==> src/rtl/overlay_load_sched_if.sv <==
// overlay_load_sched_if: source byte stream, buffer write port and status bundle for overlay_load_sched.
// Ports (as interface signals):
//   iSTART/iSLOT       load request and target slot
//   iVBLANK            high while buffer writes are permitted
//   iSRC_DATA/iSRC_VALID/oSRC_READY   byte source handshake (R,G,B per pixel)
//   oWR_EN/oWR_ADDR/oWR_DATA          overlay buffer write port
//   oBUSY/oDONE/oERR/oACTIVE_SLOT     status
// master = source/controller side, slave = the scheduler.
interface overlay_load_sched_if #(
  parameter int SLOT_W = 2,
  parameter int ADDR_W = 9
);
  logic              iSTART;
  logic [SLOT_W-1:0] iSLOT;
  logic              iVBLANK;
  logic [7:0]        iSRC_DATA;
  logic              iSRC_VALID;
  logic              oSRC_READY;
  logic              oWR_EN;
  logic [ADDR_W-1:0] oWR_ADDR;
  logic [23:0]       oWR_DATA;
  logic              oBUSY;
  logic              oDONE;
  logic              oERR;
  logic [SLOT_W-1:0] oACTIVE_SLOT;
  modport master (
    output iSTART, iSLOT, iVBLANK, iSRC_DATA, iSRC_VALID,
    input  oSRC_READY, oWR_EN, oWR_ADDR, oWR_DATA, oBUSY, oDONE, oERR, oACTIVE_SLOT
  );
  modport slave (
    input  iSTART, iSLOT, iVBLANK, iSRC_DATA, iSRC_VALID,
    output oSRC_READY, oWR_EN, oWR_ADDR, oWR_DATA, oBUSY, oDONE, oERR, oACTIVE_SLOT
  );
endinterface

==> src/rtl/overlay_load_sched.sv <==
// overlay_load_sched: loads WIDTHxHEIGHT RGB overlay images from a byte source into a slotted buffer during vblank.
// Ports:
//   iCLK   clock
//   iRST   asynchronous active-low reset
//   bus    overlay_load_sched_if.slave (request, byte source, buffer write port, status)
// Optional feature: define LOAD_TIMEOUT_EN to abort a load after TIMEOUT_CYC stalled source cycles.
module overlay_load_sched #(
  parameter int WIDTH       = 10,
  parameter int HEIGHT      = 10,
  parameter int NSLOT       = 4,
  parameter int SLOT_W      = 2,
  parameter int ADDR_W      = 9,
  parameter int TIMEOUT_CYC = 1024
) (
  input logic                 iCLK,
  input logic                 iRST,
  overlay_load_sched_if.slave bus
);
  localparam int NPIX  = WIDTH * HEIGHT;
  localparam int PIX_W = NPIX > 1 ? $clog2(NPIX) : 1;
  typedef enum logic [1:0] {IDLE, WAIT_VB, LOAD, COMMIT} state_t;
  state_t            state;
  logic [SLOT_W-1:0] slot_q;
  logic [SLOT_W-1:0] active;
  logic [ADDR_W-1:0] base;
  logic [PIX_W-1:0]  pix;
  logic [1:0]        byte_idx;
  logic [7:0]        r_q;
  logic [7:0]        g_q;
  logic              wr_en;
  logic [ADDR_W-1:0] wr_addr;
  logic [23:0]       wr_data;
  logic              done;
  logic              err;
  logic              acc;
  logic              last;
  logic              timeout;
  assign bus.oSRC_READY   = state == LOAD && bus.iVBLANK;
  assign bus.oBUSY        = state != IDLE;
  assign bus.oWR_EN       = wr_en;
  assign bus.oWR_ADDR     = wr_addr;
  assign bus.oWR_DATA     = wr_data;
  assign bus.oDONE        = done;
  assign bus.oERR         = err;
  assign bus.oACTIVE_SLOT = active;
  assign acc  = bus.oSRC_READY && bus.iSRC_VALID;
  assign last = pix == PIX_W'(NPIX - 1);
`ifdef LOAD_TIMEOUT_EN
  localparam int ST_W = $clog2(TIMEOUT_CYC + 1);
  logic [ST_W-1:0] stall;
  logic            stall_cyc;
  // Only a source stall during an open vblank window counts; acceptance or leaving LOAD restarts it.
  assign stall_cyc = state == LOAD && bus.iVBLANK && !bus.iSRC_VALID;
  assign timeout   = stall_cyc && stall == ST_W'(TIMEOUT_CYC - 1);
  always_ff @(posedge iCLK or negedge iRST)
    if (!iRST) stall <= '0;
    else stall <= stall_cyc && !timeout ? stall + ST_W'(1) : '0;
`else
  assign timeout = 1'b0;
`endif
  always_ff @(posedge iCLK or negedge iRST)
    if (!iRST) begin
      state    <= IDLE;
      slot_q   <= '0;
      active   <= '0;
      base     <= '0;
      pix      <= '0;
      byte_idx <= '0;
      r_q      <= '0;
      g_q      <= '0;
      wr_en    <= 1'b0;
      wr_addr  <= '0;
      wr_data  <= '0;
      done     <= 1'b0;
      err      <= 1'b0;
    end else begin
      wr_en <= 1'b0;
      done  <= 1'b0;
      // A start is rejected when busy or when it targets the slot on display.
      err   <= (bus.iSTART && (state != IDLE || bus.iSLOT == active)) || timeout;
      case (state)
        IDLE:
          if (bus.iSTART && bus.iSLOT != active) begin
            slot_q   <= bus.iSLOT;
            base     <= ADDR_W'(bus.iSLOT) * ADDR_W'(NPIX);
            pix      <= '0;
            byte_idx <= '0;
            state    <= WAIT_VB;
          end
        WAIT_VB:
          if (bus.iVBLANK) state <= LOAD;
        LOAD:
          if (timeout) state <= IDLE;
          else if (!bus.iVBLANK) state <= WAIT_VB;
          else if (acc) begin
            byte_idx <= byte_idx == 2'd2 ? 2'd0 : byte_idx + 2'd1;
            if (byte_idx == 2'd0) r_q <= bus.iSRC_DATA;
            if (byte_idx == 2'd1) g_q <= bus.iSRC_DATA;
            if (byte_idx == 2'd2) begin
              wr_en   <= 1'b1;
              wr_addr <= base + ADDR_W'(pix);
              wr_data <= {r_q, g_q, bus.iSRC_DATA};
              pix     <= pix + PIX_W'(1);
              if (last) state <= COMMIT;
            end
          end
        COMMIT: begin
          active <= slot_q;
          done   <= 1'b1;
          state  <= IDLE;
        end
        default: state <= IDLE;
      endcase
    end
endmodule

==> src/flat_wrapper.sv <==
// flat-port wrapper written by rule: the top's interface ports become plain ports
module overlay_load_sched_flat 
#(
  parameter int WIDTH       = 10,
  parameter int HEIGHT      = 10,
  parameter int NSLOT       = 4,
  parameter int SLOT_W      = 2,
  parameter int ADDR_W      = 9,
  parameter int TIMEOUT_CYC = 1024
)
  (iCLK, iRST, bus_iSTART, bus_iSLOT, bus_iVBLANK, bus_iSRC_DATA, bus_iSRC_VALID, bus_oSRC_READY, bus_oWR_EN, bus_oWR_ADDR, bus_oWR_DATA, bus_oBUSY, bus_oDONE, bus_oERR, bus_oACTIVE_SLOT);
  overlay_load_sched_if #(.SLOT_W(SLOT_W), .ADDR_W(ADDR_W)) bus_i ();
  input logic iCLK;
  input logic iRST;
  input wire logic [$bits(bus_i.iSTART)-1:0] bus_iSTART;
  input wire logic [$bits(bus_i.iSLOT)-1:0] bus_iSLOT;
  input wire logic [$bits(bus_i.iVBLANK)-1:0] bus_iVBLANK;
  input wire logic [$bits(bus_i.iSRC_DATA)-1:0] bus_iSRC_DATA;
  input wire logic [$bits(bus_i.iSRC_VALID)-1:0] bus_iSRC_VALID;
  output wire logic [$bits(bus_i.oSRC_READY)-1:0] bus_oSRC_READY;
  output wire logic [$bits(bus_i.oWR_EN)-1:0] bus_oWR_EN;
  output wire logic [$bits(bus_i.oWR_ADDR)-1:0] bus_oWR_ADDR;
  output wire logic [$bits(bus_i.oWR_DATA)-1:0] bus_oWR_DATA;
  output wire logic [$bits(bus_i.oBUSY)-1:0] bus_oBUSY;
  output wire logic [$bits(bus_i.oDONE)-1:0] bus_oDONE;
  output wire logic [$bits(bus_i.oERR)-1:0] bus_oERR;
  output wire logic [$bits(bus_i.oACTIVE_SLOT)-1:0] bus_oACTIVE_SLOT;
  assign bus_i.iSTART = bus_iSTART;
  assign bus_i.iSLOT = bus_iSLOT;
  assign bus_i.iVBLANK = bus_iVBLANK;
  assign bus_i.iSRC_DATA = bus_iSRC_DATA;
  assign bus_i.iSRC_VALID = bus_iSRC_VALID;
  assign bus_oSRC_READY = bus_i.oSRC_READY;
  assign bus_oWR_EN = bus_i.oWR_EN;
  assign bus_oWR_ADDR = bus_i.oWR_ADDR;
  assign bus_oWR_DATA = bus_i.oWR_DATA;
  assign bus_oBUSY = bus_i.oBUSY;
  assign bus_oDONE = bus_i.oDONE;
  assign bus_oERR = bus_i.oERR;
  assign bus_oACTIVE_SLOT = bus_i.oACTIVE_SLOT;
  overlay_load_sched #(.WIDTH(WIDTH), .HEIGHT(HEIGHT), .NSLOT(NSLOT), .SLOT_W(SLOT_W), .ADDR_W(ADDR_W), .TIMEOUT_CYC(TIMEOUT_CYC)) u_core (.iCLK(iCLK), .iRST(iRST), .bus(bus_i));
endmodule
==> config.mk <==
export PLATFORM = sky130hd
export DESIGN_NAME = overlay_load_sched_flat
export DESIGN_NICKNAME = d
export VERILOG_FILES = /design/src/rtl/overlay_load_sched_if.sv /design/src/rtl/overlay_load_sched.sv /design/src/flat_wrapper.sv
export SDC_FILE = /design/constraint.sdc
export NUM_CORES = 1
export LEC_CHECK = 0
export BUFFER_PORTS_ARGS = -buffer_cell sky130_fd_sc_hd__buf_2
export CORE_ASPECT_RATIO = 0.5
export CORE_MARGIN = 5
export CORE_UTILIZATION = 57
export CTS_BUF_LIST = sky130_fd_sc_hd__clkbuf_8
export DETAILED_ROUTE_END_ITERATION = 10
export GPL_ROUTABILITY_DRIVEN = 0
export GPL_TIMING_DRIVEN = 0
export PLACE_DENSITY = 0.81
export REMOVE_ABC_BUFFERS = 1
export SLEW_MARGIN = 10
export SYNTH_ARGS = -nofsm -noshare
export SYNTH_HDL_FRONTEND = slang
export SYNTH_SLANG_ARGS = --single-unit
==> constraint.sdc <==
create_clock -name iCLK -period 2 [get_ports iCLK]
set_input_delay 0.5 -clock iCLK [delete_from_list [all_inputs] [get_ports iCLK]]
set_output_delay 0.5 -clock iCLK [all_outputs]
set_load 0.02 [all_outputs]
# After elaboration in Yosys (flattened, before gate mapping)
# Cells that the tools add are included.
# classes
n_addsub,3
mul,1
n_div,0
magnitude_cmp,0
eq_ne,16
shift,0
n_mux,22
bitwise_logic,0
reduce_logical,16
# ops
cell,count
$mux W7,4
$mux W2,10
$reduce_and A4 Y1,4
$pmux W7 S2,1
$reduce_and A5 Y1,2
$add A9 B7 Y9,1
$pmux W2 S4,1
$add A7 B1 Y7 const B,1
$eq A7 B7 Y1 const B,1
$mul A2 B5 Y7 const B,1
$eq A2 B2 Y1 const B,3
$ne A2 B2 Y1 const B,3
$ne A3 B2 Y1 const B,2
$mux W1,5
$eq A2 B1 Y1 const B,2
$logic_and A1 B1 Y1,4
$logic_not A2 Y1,2
$ne A2 B1 Y1 const B,2
$pmux W2 S2,1
$reduce_bool A2 Y1,2
$ne A3 B3 Y1 const B,1
$add A2 B1 Y2 const B,1
$eq A2 B2 Y1,1
$ne A2 B2 Y1,1
2 further kinds,2
# word_totals
reg_bits,74
latch_bits,0
mem_bits_rw,0
mem_bits_ro,0
output_inout_bits,40
mem_count,0

# Logic depth before layout (Yosys ltp)
# Gate-level depths: netlist (run 1).
# depth
word_depth,6
mapped_depth,6

# Worst setup path after synthesis (run 1)
# Ideal clock, no wire load.
# synth_timing
path_type,register to register
start,register u_core.pix[2]
end,"register u_core.wr_addr[8], in the netlist u_core.bus.oWR_ADDR[8]"
arrival_time_ns,1.446
setup_slack_ns,0.419
path_stages_with_launch,7
path_cell_list,dfrtp_1 ha_1 fa_1 nand4_1 a21boi_0 xnor2_1 o21ai_0
# synth_via
elab_chain_len,1
# synth_rtl
item,line,rtl
"start, declared",overlay_load_sched.sv:26,logic [PIX_W-1:0] pix;
"start signal, assigned",overlay_load_sched.sv:103,pix <= pix + PIX_W'(1);
$add A9 B7 Y9,overlay_load_sched.sv:101,wr_addr <= base + ADDR_W'(pix);
"end signal, assigned",overlay_load_sched.sv:101,
"end, declared",overlay_load_sched.sv:31,logic [ADDR_W-1:0] wr_addr;
# No other way between the ends.
# A chain may end at the register's enable or synchronous reset.

# Worst setup path after layout (run 1)
# layout_timing
start,register u_core.state[0]
end,register u_core.r_q[5]
# layout_via
elab_chain_len,4
# layout_rtl
item,line,rtl
"start, declared",overlay_load_sched.sv:22,state_t state;
"start signal, assigned",overlay_load_sched.sv:63,state <= IDLE;
"start signal, assigned",overlay_load_sched.sv:88,state <= WAIT_VB;
"start signal, assigned",overlay_load_sched.sv:91,if (bus.iVBLANK) state <= LOAD;
$eq A2 B2 Y1 (*),"overlay_load_sched.sv:38, overlay_load_sched.sv:81",
$logic_and A1 B1 Y1,overlay_load_sched.sv:38,assign bus.oSRC_READY = state == LOAD && bus.iVBLANK;
$logic_and A1 B1 Y1,overlay_load_sched.sv:46,assign acc = bus.oSRC_READY && bus.iSRC_VALID;
$reduce_and A4 Y1 (no line) (*),--,
"end signal, assigned",overlay_load_sched.sv:97,if (byte_idx == 2'd0) r_q <= bus.iSRC_DATA;
"end, declared",overlay_load_sched.sv:28,logic [7:0] r_q;
# Every way passes the cells marked *; elsewhere a longest branch is shown, timed or not.

==> flow_summary.json, run 1 <==
{
  "overflow": 0,
  "ys_ff_latch": 70,
  "worstMarginPinSlew_ps": 676.8,
  "final-seq-area_um2": 1753,
  "place_ws_ps": -580.9,
  "min_period_over_period_pct": 93.80,
  "die_w_um": 114.2,
  "r2r_end": "u_core.r_q[5]",
  "synth-main-ff-cell": "dfrtp_1",
  "r2r_start": "u_core.state[0]",
  "cts_buffer_depth": 2,
  "startpoint_type": "flip-flop",
  "maxSlewHeadroom_pct": 54.40,
  "track_usage_pct": 19.70,
  "io-pin-count": 55,
  "antenna_found_initial": 0,
  "worst_slack_ps": 124.1,
  "cts_sinks": 70,
  "max_freq_mhz": 533.1,
  "syn_to_final_growth_pct": 19.04,
  "grt_pass1_wl_um": 11190,
  "pwr-share-clk_pct": 28.7,
  "grt_start_max_net_pins": 55,
  "drive_gt1_share_pct": 31.44,
  "initial_core_util_pct": 60.82,
  "core_um2": 5090,
  "numCtsBuffers": 9,
  "setup_viol": 0,
  "hpwl_um": 4219,
  "period_minus_slack_ps": 1876,
  "ir_drop_mv": 0.8571,
  "path_clk_slew_ps": 80,
  "swShare_pct": 31.31,
  "fin_setup_tns_ps": 0,
  "cts_htree_levels": 3,
  "syn_inst": 286,
  "nFillCells": 383,
  "pwr-share-comb_pct": 24.0,
  "vias": 2269,
  "grt_pass1_vias": 2424,
  "ys_seq_area_share_pct": 56.59,
  "yosys_warnings": 0,
  "detail-route-antenna-nets": 0,
  "synth_edf_count": 0,
  "cp.arrival_ps": 2110,
  "drt_iter0_drc": 132,
  "netSwitchingPower_mw": 1.294,
  "startpoint": "u_core.state[0]",
  "p_int_mw": 2.839,
  "multi_input_area_um2": 1255,
  "run_status": "finished, final reports clean",
  "endpoint_kind": "flip-flop",
  "yosysUniqueCellTypes": 39,
  "async_reset_ff_share_pct": 100.0,
  "required_ps": 2240,
  "die_area_um2": 7094,
  "n_antenna_cell": 0,
  "syn_area_um2": 3095,
  "postLayoutCoreUtil_pct": 72.39,
  "fp.dieH_um": 62.11,
  "numPortBuffers": 54,
  "nets": 371,
  "drc": 0,
  "wl_um": 6453,
  "worstSetupPathType": "reg2reg",
  "p_seq_share_pct": 47.3,
  "power_density_nw_per_um2": 1122,
  "clock_latency_ps": 350,
  "reg2regPathDepth": 3,
  "leakagePower_nw": 1.991,
  "power_mw": 4.133,
  "final-max-slew-violation-count": 0,
  "clockRootBuffer": "clkbuf_8",
  "rows": 18,
  "first_pass_iters": 4,
  "drv_cap": 0,
  "cts_tree": "built",
  "wl_per_cell_um": 15.26,
  "rsz0062_at_grt": "false",
  "crit_fanout": 10,
  "post_drt_via_cell_ratio": 5.364,
  "finalHoldViolCount": 0,
  "fin_skew_ps": 11.59,
  "min-delay-path-class": "in2async",
  "fin_hold_ws_ps": 16.52,
  "syn_area_per_cell_um2": 10.82,
  "r2r_slack_ps": 120
}
## power groups by stage
| stage | combinational (mW) | clock (mW) | sequential [mW] |
|---|---|---|---|
| 2_1_floorplan | 0.624 | 0 | 2.00 |
| 5_1_grt | 1.10 | 1.28 | 2.00 |
| 4_1_cts | 0.969 | 1.20 | 1.94 |
| 6_report | 0.992 | 1.19 | 1.95 |
| 3_3_place_gp | 0.911 | 0 | 1.95 |
| 3_5_place_dp | 0.962 | 0 | 1.97 |
## repair_timing
action | 4_1_cts | 5_1_grt
cloned | 2 | 0
buffers inserted | 3 | 3
resized for setup | 2 | 2
pin swaps | 1 | 1
hold buffers | 0 | 0
endpoints found under the setup margin | 33 | 17
## per-stage QoR
step	instances	cell area (um^2)
floorplan	274	3024
global placement	398	3382
detailed placement	399	3412
CTS	420	3659
global route	423	3685
finish	423	3685
## metal layers
metal	vias to the layer above	track usage (%)	routed length, um
li1	1087	-	-
met1	1108	25.08	2874
met2	61	31.56	3138
met3	13	5.803	348
met4	0	8.148	91
met5	-	0	0
## layout by cell type, fill, tap and decap left out, drive strengths merged, types with 3 or more instances in the layout
| cell | n |
|---|---|
| o21ai | 13 |
| nand3 | 7 |
| or2 | 3 |
| buf | 61 |
| dfrtp | 70 |
| o211ai | 4 |
| ha | 7 |
| inv | 8 |
| xnor2 | 4 |
| xor2 | 3 |
| nand2b | 3 |
| nand2 | 99 |
| nor2 | 3 |
| a21oi | 7 |
| nor4 | 4 |
| clkinvlp | 3 |
| clkbuf | 10 |
| mux2 | 21 |
## kinds of logic (layout without fill, tap and decap cells)
kind of cell | after synthesis | count (layout) | synth area share (%)
XOR/XNOR | 7 | 7 | 1.981
flip-flops | 70 | 70 | 56.59
multiplexers | 21 | 21 | 8.610
adder cells (fa/ha/maj) | 8 | 8 | 3.476
AND/OR/NAND/NOR | 126 | 127 | 18.19
buffers and inverters | 19 | 85 | 3.153
AO/OA/AOI/OAI | 35 | 35 | 8.004
## worst max-delay path by stage
stage | to | slack (ps) | cells past startpoint
2_1_floorplan | u_core.pix[6] | -50 | 5
3_3_place_gp | u_core.pix[6] | -540 | 6
3_5_place_dp | u_core.pix[6] | -580 | 6
4_1_cts | bus_oSRC_READY | 4 | 3
5_1_grt | u_core.bus.oWR_DATA[20] | 10 | 5
6_report | u_core.r_q[5] | 120 | 3
## sequential cells by signal, summed over array words and instances, names as in the netlist
| name | count |
|---|---|
| u_core.base | 4 |
| u_core.bus.oACTIVE_SLOT | 2 |
| u_core.bus.oDONE | 1 |
| u_core.bus.oERR | 1 |
| u_core.bus.oWR_ADDR | 9 |
| u_core.bus.oWR_DATA | 24 |
| u_core.bus.oWR_EN | 1 |
| u_core.byte_idx | 2 |
| u_core.g_q | 8 |
| u_core.pix | 7 |
| u_core.r_q | 8 |
| u_core.slot_q | 1 |
| u_core.state | 2 |
## synth_stat cells (2+ instances only)
master     n  area share, %
nand2_1   99             12
dfrtp_1   70             57
mux2_2    13            4.7
o21ai_0   13            2.1
buf_2      9            1.5
mux2_4     8            3.9
a21oi_1    7            1.1
ha_1       7            2.8
inv_1      7           0.85
nand3_1    7            1.1
nor4_1     4           0.81
o211ai_1   4           0.97
xnor2_1    4            1.1
nand2b_1   3           0.61
nor2_1     3           0.36
xor2_1     3           0.85
a21boi_0   2           0.48
buf_6      2           0.73
## area by class of cell
cell class              count  share of cell area (%)
inverters                   7                  0.8149
well taps                  70                   2.377
flip-flops and latches     70                   47.57
clock buffers              10                   3.735
repair buffers             61                   9.372
multi-input cells         198                   34.06
clock inverters             6                   1.868
repair inverters            1                  0.2037
## worst max-delay path, cell delays in order, from the launching register on
cell and delay, ps:
dfrtp_1 450, nand4b_4 290, or3_1 630, mux2_4 390
No activity file was read; power rests on OpenSTA's default activity.
==> run 2: changes to the inputs <==
Settings changed: REMOVE_ABC_BUFFERS 1 to default.
==> run 2 against run 1 <==
  * Global-route usage fell by 0.56 points
  * Sequential share of layout area is 0.16 points higher
  * Combinational power is 0.4% lower
  * Flip-flop and latch count unchanged
  * Cell count increased by 0.95%
  * Fmax up 0.18%
  * Cell area is 0.41% lower
  * Largest power group unchanged
==> flow_summary.json, run 2 (synthesis results as in run 1) <==
{
  "run_status": "finished, final reports clean",
  "drc": 0,
  "final_cell_mix": "nand2_1 (99), dfrtp_1 (70), buf_2 (62), o21ai_0 (13), mux2_2 (13)",
  "syn_nets": 309,
  "fin_setup_tns_ps": 0,
  "leakagePower_nw": 2.008,
  "wl_met1_um": 2619,
  "crit_fanout": 10,
  "endpoint_kind": "output pin",
  "wl_per_cell_um": 14.63,
  "numCtsBuffers": 9,
  "finalHoldViolCount": 0,
  "setup_viol": 0,
  "cts_sinks": 70,
  "rsz0062_at_grt": "false",
  "required_ps": 1500,
  "grt_pass1_wl_um": 10760,
  "ir_drop_mv": 0.7617,
  "cts_hold_buf": 0,
  "fp.dieH_um": 62.11,
  "min_period_over_period_pct": 93.63,
  "drv_cap": 0,
  "power_density_nw_per_um2": 1075,
  "first_pass_iters": 4,
  "final-max-slew-violation-count": 0,
  "clock_latency_ps": 340,
  "wl_met3_um": 434,
  "final_common_cell": "nand2_1",
  "hpwl_um": 4589,
  "worstMarginPinSlew_ps": 684.7,
  "grt_start_max_net_pins": 56,
  "cts_htree_levels": 3,
  "postLayoutCoreUtil_pct": 72.10,
  "fin_skew_ps": 10.19,
  "detail-route-antenna-nets": 0,
  "max_freq_mhz": 534.0,
  "cts_buffer_depth": 2,
  "antenna_found_initial": 0,
  "initial_core_util_pct": 60.82,
  "nets": 375,
  "io-pin-count": 55,
  "route.met2.wl_um": 3116,
  "maxSlewHeadroom_pct": 53.87,
  "rows": 18,
  "final_cells": 427,
  "cp.arrival_ps": 1370,
  "grt_pass1_vias": 2319,
  "path_clk_slew_ps": 70,
  "track_usage_pct": 19.14,
  "die_area_um2": 7094,
  "vias": 2268,
  "min-delay-path-class": "in2async",
  "period_minus_slack_ps": 1873,
  "n_antenna_cell": 0,
  "drt_iter0_drc": 148,
  "wl_um": 6249,
  "numPortBuffers": 54,
  "startpoint_type": "flip-flop",
  "core_um2": 5090,
  "drive_gt1_share_pct": 31.37,
  "overflow": 0,
  "worstSetupPathType": "reg2out",
  "largest_reg_flops": 24,
  "dr.max_layer_used": "met4",
  "cts_tree": "built",
  "placed_cells_incl_taps": 411,
  "syn_to_final_growth_pct": 18.55,
  "clockRootBuffer": "clkbuf_8",
  "die_w_um": 114.2,
  "post_cts.repair.setup_buffers": 0,
  "post_drt_via_cell_ratio": 5.311
}
-- run 2: worst paths after layout --
kind | startpoint | to | slack [ps] | cells past startpoint
max | u_core.state[1] | bus_oSRC_READY | 130 | 4
min | iRST | u_core.base[3] | 20 | 1
max reg2reg | u_core.state[0] | u_core.g_q[4] | 250 | 3
min reg2reg | u_core.g_q[6] | u_core.bus.oWR_DATA[14] | 470 | 2
max in group asynchronous | iRST | u_core.r_q[6] | 1460 | 2
min in group iCLK | bus_iSRC_DATA[0] | u_core.bus.oWR_DATA[0] | 380 | 3
-- run 2: final cells by class --
cell class | count | area, um^2
multi-input combinational | 197 | 1249
tap | 70 | 87.58
inverter | 7 | 26.28
sequential | 70 | 1752
buffer | 12 | 71.32
clock buffer | 10 | 137.6
timing repair buffer | 55 | 300.3
clock inverter | 6 | 46.29
fill | 371 | 1420
-- run 2: where the power goes --
part	leakage [nW]	switching, mW	internal [mW]	total [mW]
logic	0.975	0.492	0.496	0.988
registers	0.944	0.218	1.71	1.93
clock network	0.0889	0.538	0.489	1.03
total	2.01	1.25	2.70	3.95
-- run 2: repair_timing --
action / 4_1_cts / 5_1_grt
setup endpoints to repair: 0 / 1
resized for setup: 0 / 1
hold endpoints to repair: 0 / 0
-- run 2: critical path, cell delays in order, from the launching register on --
cell and delay, ps:
dfrtp_1 390, buf_2 240, nand2b_2 140, nor2_1 100, buf_2 160
-- run 2: metrics by stage --
step | hold slack (ps) | power, mW | cell area [um^2] | setup slack [ps]
2_1_floorplan | 204.4 | 2.640 | 3095 | 419.1
3_3_place_gp | 444.8 | 2.886 | 3453 | 143.1
3_5_place_dp | 383.6 | 2.947 | 3483 | 125.3
4_1_cts | 6.891 | 3.989 | 3667 | 47.72
5_1_grt | 7.176 | 4.191 | 3670 | 20.07
6_report | 19.95 | 3.947 | 3670 | 127.4
-- run 2: routing by layer --
layer,GRT usage [%],vias to the layer above
met5,0,-
met4,6.667,0
met3,8.221,10
met2,30.76,59
met1,23.15,1113
li1,-,1086
==> run 3: changes to the inputs <==
Settings changed: PLACE_DENSITY 0.81 to default, PLACE_DENSITY_LB_ADDON from default to 0.12.
==> run 3 against run 2 <==
  * Critical path depth is the same
  * Cell count is the same
  * Global-route usage shrank 0.50 points
  * Flip-flop and latch count is the same
  * Routed wire length grew 0.21%
  * Via count shrank 0.75%
  * Fmax grew 0.32%
  * Utilization grew 0.74 points
  * Clock power grew 25%
  * Critical endpoint unchanged
==> flow_summary.json, run 3 (synthesis results as in run 1) <==
{
  "cts_resized": 0,
  "worst-path-buf-inv": 2,
  "max_freq_mhz": 535.7,
  "cts_hold_buf": 0,
  "syn_to_final_growth_pct": 19.77,
  "n_antenna_cell": 0,
  "path_delay_family": "buffers and inverters",
  "leakagePower_nw": 2.028,
  "post_cts.repair.setup_buffers": 0,
  "drv_cap": 0,
  "cp.arrival_ps": 1370,
  "met3_usage_pct": 7.640,
  "fin_setup_tns_ps": 0,
  "drt_iter0_drc": 116,
  "cts_buffer_depth": 2,
  "overflow": 0,
  "endpoint": "bus_oSRC_READY",
  "drc": 0,
  "grt_pass1_vias": 2249,
  "numPortBuffers": 54,
  "ir_drop_mv": 0.7336,
  "final_cell_mix": "nand2_1 (99), dfrtp_1 (70), buf_2 (62), o21ai_0 (13), mux2_2 (13)",
  "endpoint_kind": "output pin",
  "r2r_slack_ps": 230,
  "path_cells": "buf_2, nand2b_2, nor2_1, buf_2",
  "crit_fanout": 10,
  "grt_start_max_net_pins": 45,
  "antenna_found_initial": 0,
  "min_period_over_period_pct": 93.33,
  "track_usage_pct": 18.64,
  "grt_pass1_wl_um": 10630,
  "startpoint_type": "flip-flop",
  "rsz0062_at_grt": "false",
  "die_w_um": 114.2,
  "hpwl_um": 4421,
  "crit_cells": 4,
  "detail-route-antenna-nets": 0,
  "clockRootBuffer": "clkbuf_8",
  "io-pin-count": 55,
  "fin_skew_ps": 6.878,
  "required_ps": 1500,
  "die_area_um2": 7094,
  "r2r_start": "u_core.state[0]",
  "met2_usage_pct": 30.54,
  "wl_um": 6262,
  "r2r_end": "u_core.g_q[7]",
  "clock_latency_ps": 340,
  "final-max-slew-violation-count": 0,
  "numCtsBuffers": 9,
  "initial_core_util_pct": 60.82,
  "wl_per_cell_um": 14.67,
  "cts_tree": "built",
  "reg2regPathDepth": 3,
  "post_drt_via_cell_ratio": 5.272,
  "power_mw": 4.207,
  "fp.dieH_um": 62.11,
  "gr-usage-met1_pct": 23.70,
  "period_minus_slack_ps": 1867,
  "power_density_nw_per_um2": 1135,
  "crit_path_frequent_cell": "buf_2",
  "finalHoldViolCount": 0,
  "cts_htree_levels": 3,
  "first_pass_iters": 6,
  "critical_path.max_stage_delay_ps": 390,
  "worstSetupPathType": "reg2out",
  "busiest_layer": "met2",
  "core_um2": 5090,
  "setup_viol": 0,
  "critPathSlowestCell": "dfrtp_1",
  "worstMarginPinSlew_ps": 595.3,
  "cts_sinks": 70,
  "vias": 2251,
  "drive_gt1_share_pct": 31.37,
  "final_common_cell": "nand2_1",
  "nets": 375,
  "path_clk_slew_ps": 80,
  "rows": 18,
  "nFillCells": 382,
  "maxSlewHeadroom_pct": 59.89,
  "run_status": "finished, final reports clean",
  "syn_nets": 309,
  "startpoint": "u_core.state[1]",
  "min-delay-path-class": "in2async",
  "largest_reg_flops": 24
}
run 3: changes by cell type in the layout (fill, tap and decap cells not counted):
cell        change
buf_16          -1
buf_12          +1
clkbuf_8        -1
clkinvlp_4      -1
inv_8           +1
clkinv_2        -1
bufinv_16       +2
run 3: worst min-delay path by stage:
| stage | from | to | slack (ps) | depth (start not counted) |
|---|---|---|---|---|
| after detailed placement | iRST | u_core.bus.oWR_EN | 440 | 1 |
| after floorplan | iRST | u_core.base[3] | 200 | 0 |
| after global routing | iRST | u_core.bus.oWR_DATA[18] | 60 | 1 |
| after CTS | iRST | u_core.bus.oWR_DATA[6] | 50 | 1 |
| after global placement | u_core.g_q[3] | u_core.bus.oWR_DATA[11] | 450 | 2 |
| final | iRST | u_core.bus.oWR_EN | 60 | 1 |
run 3: layer usage:
layer  vias up  wire [um]
met4         0         38
met1      1097       2914
met2        55       2897
met5         -          0
li1       1093          -
met3         6        412
run 3: per-stage QoR:
stage | util [%] | instances | setup WS, ps | instance area, um^2 | hold WS, ps
after floorplan | - | 286 | 419.1 | 3095 | 204.4
after global placement | 67.85 | 410 | 134.1 | 3453 | 445.7
after detailed placement | 68.29 | 411 | 143.3 | 3476 | 439.0
after CTS | 72.79 | 427 | 51.06 | 3705 | 53.57
after global routing | 72.84 | 427 | 7.063 | 3707 | 62.06
final | 72.84 | 427 | 133.4 | 3707 | 59.11
run 3: power breakdown:
part | switching [mW] | internal (mW) | total (mW)
clock | 0.567 | 0.718 | 1.29
combinational | 0.497 | 0.494 | 0.991
sequential | 0.218 | 1.71 | 1.93
run 3: area by class of cell:
cell class	count	area (um^2)	share of cell area [%]
buffer	12	71.32	1.924
clock buffer	9	123.9	3.341
timing repair buffer	55	292.8	7.897
inverter	7	26.28	0.7087
sequential	70	1752	47.25
tap	70	87.58	2.362
multi-input combinational	197	1249	33.68
clock inverter	7	105.1	2.835
run 3: worst register-to-register path: cells and delay by family (launching register included):
family,cells,cell delay [ps]
and+or+nand+nor,2,790
DFF,1,450
muxes,1,410
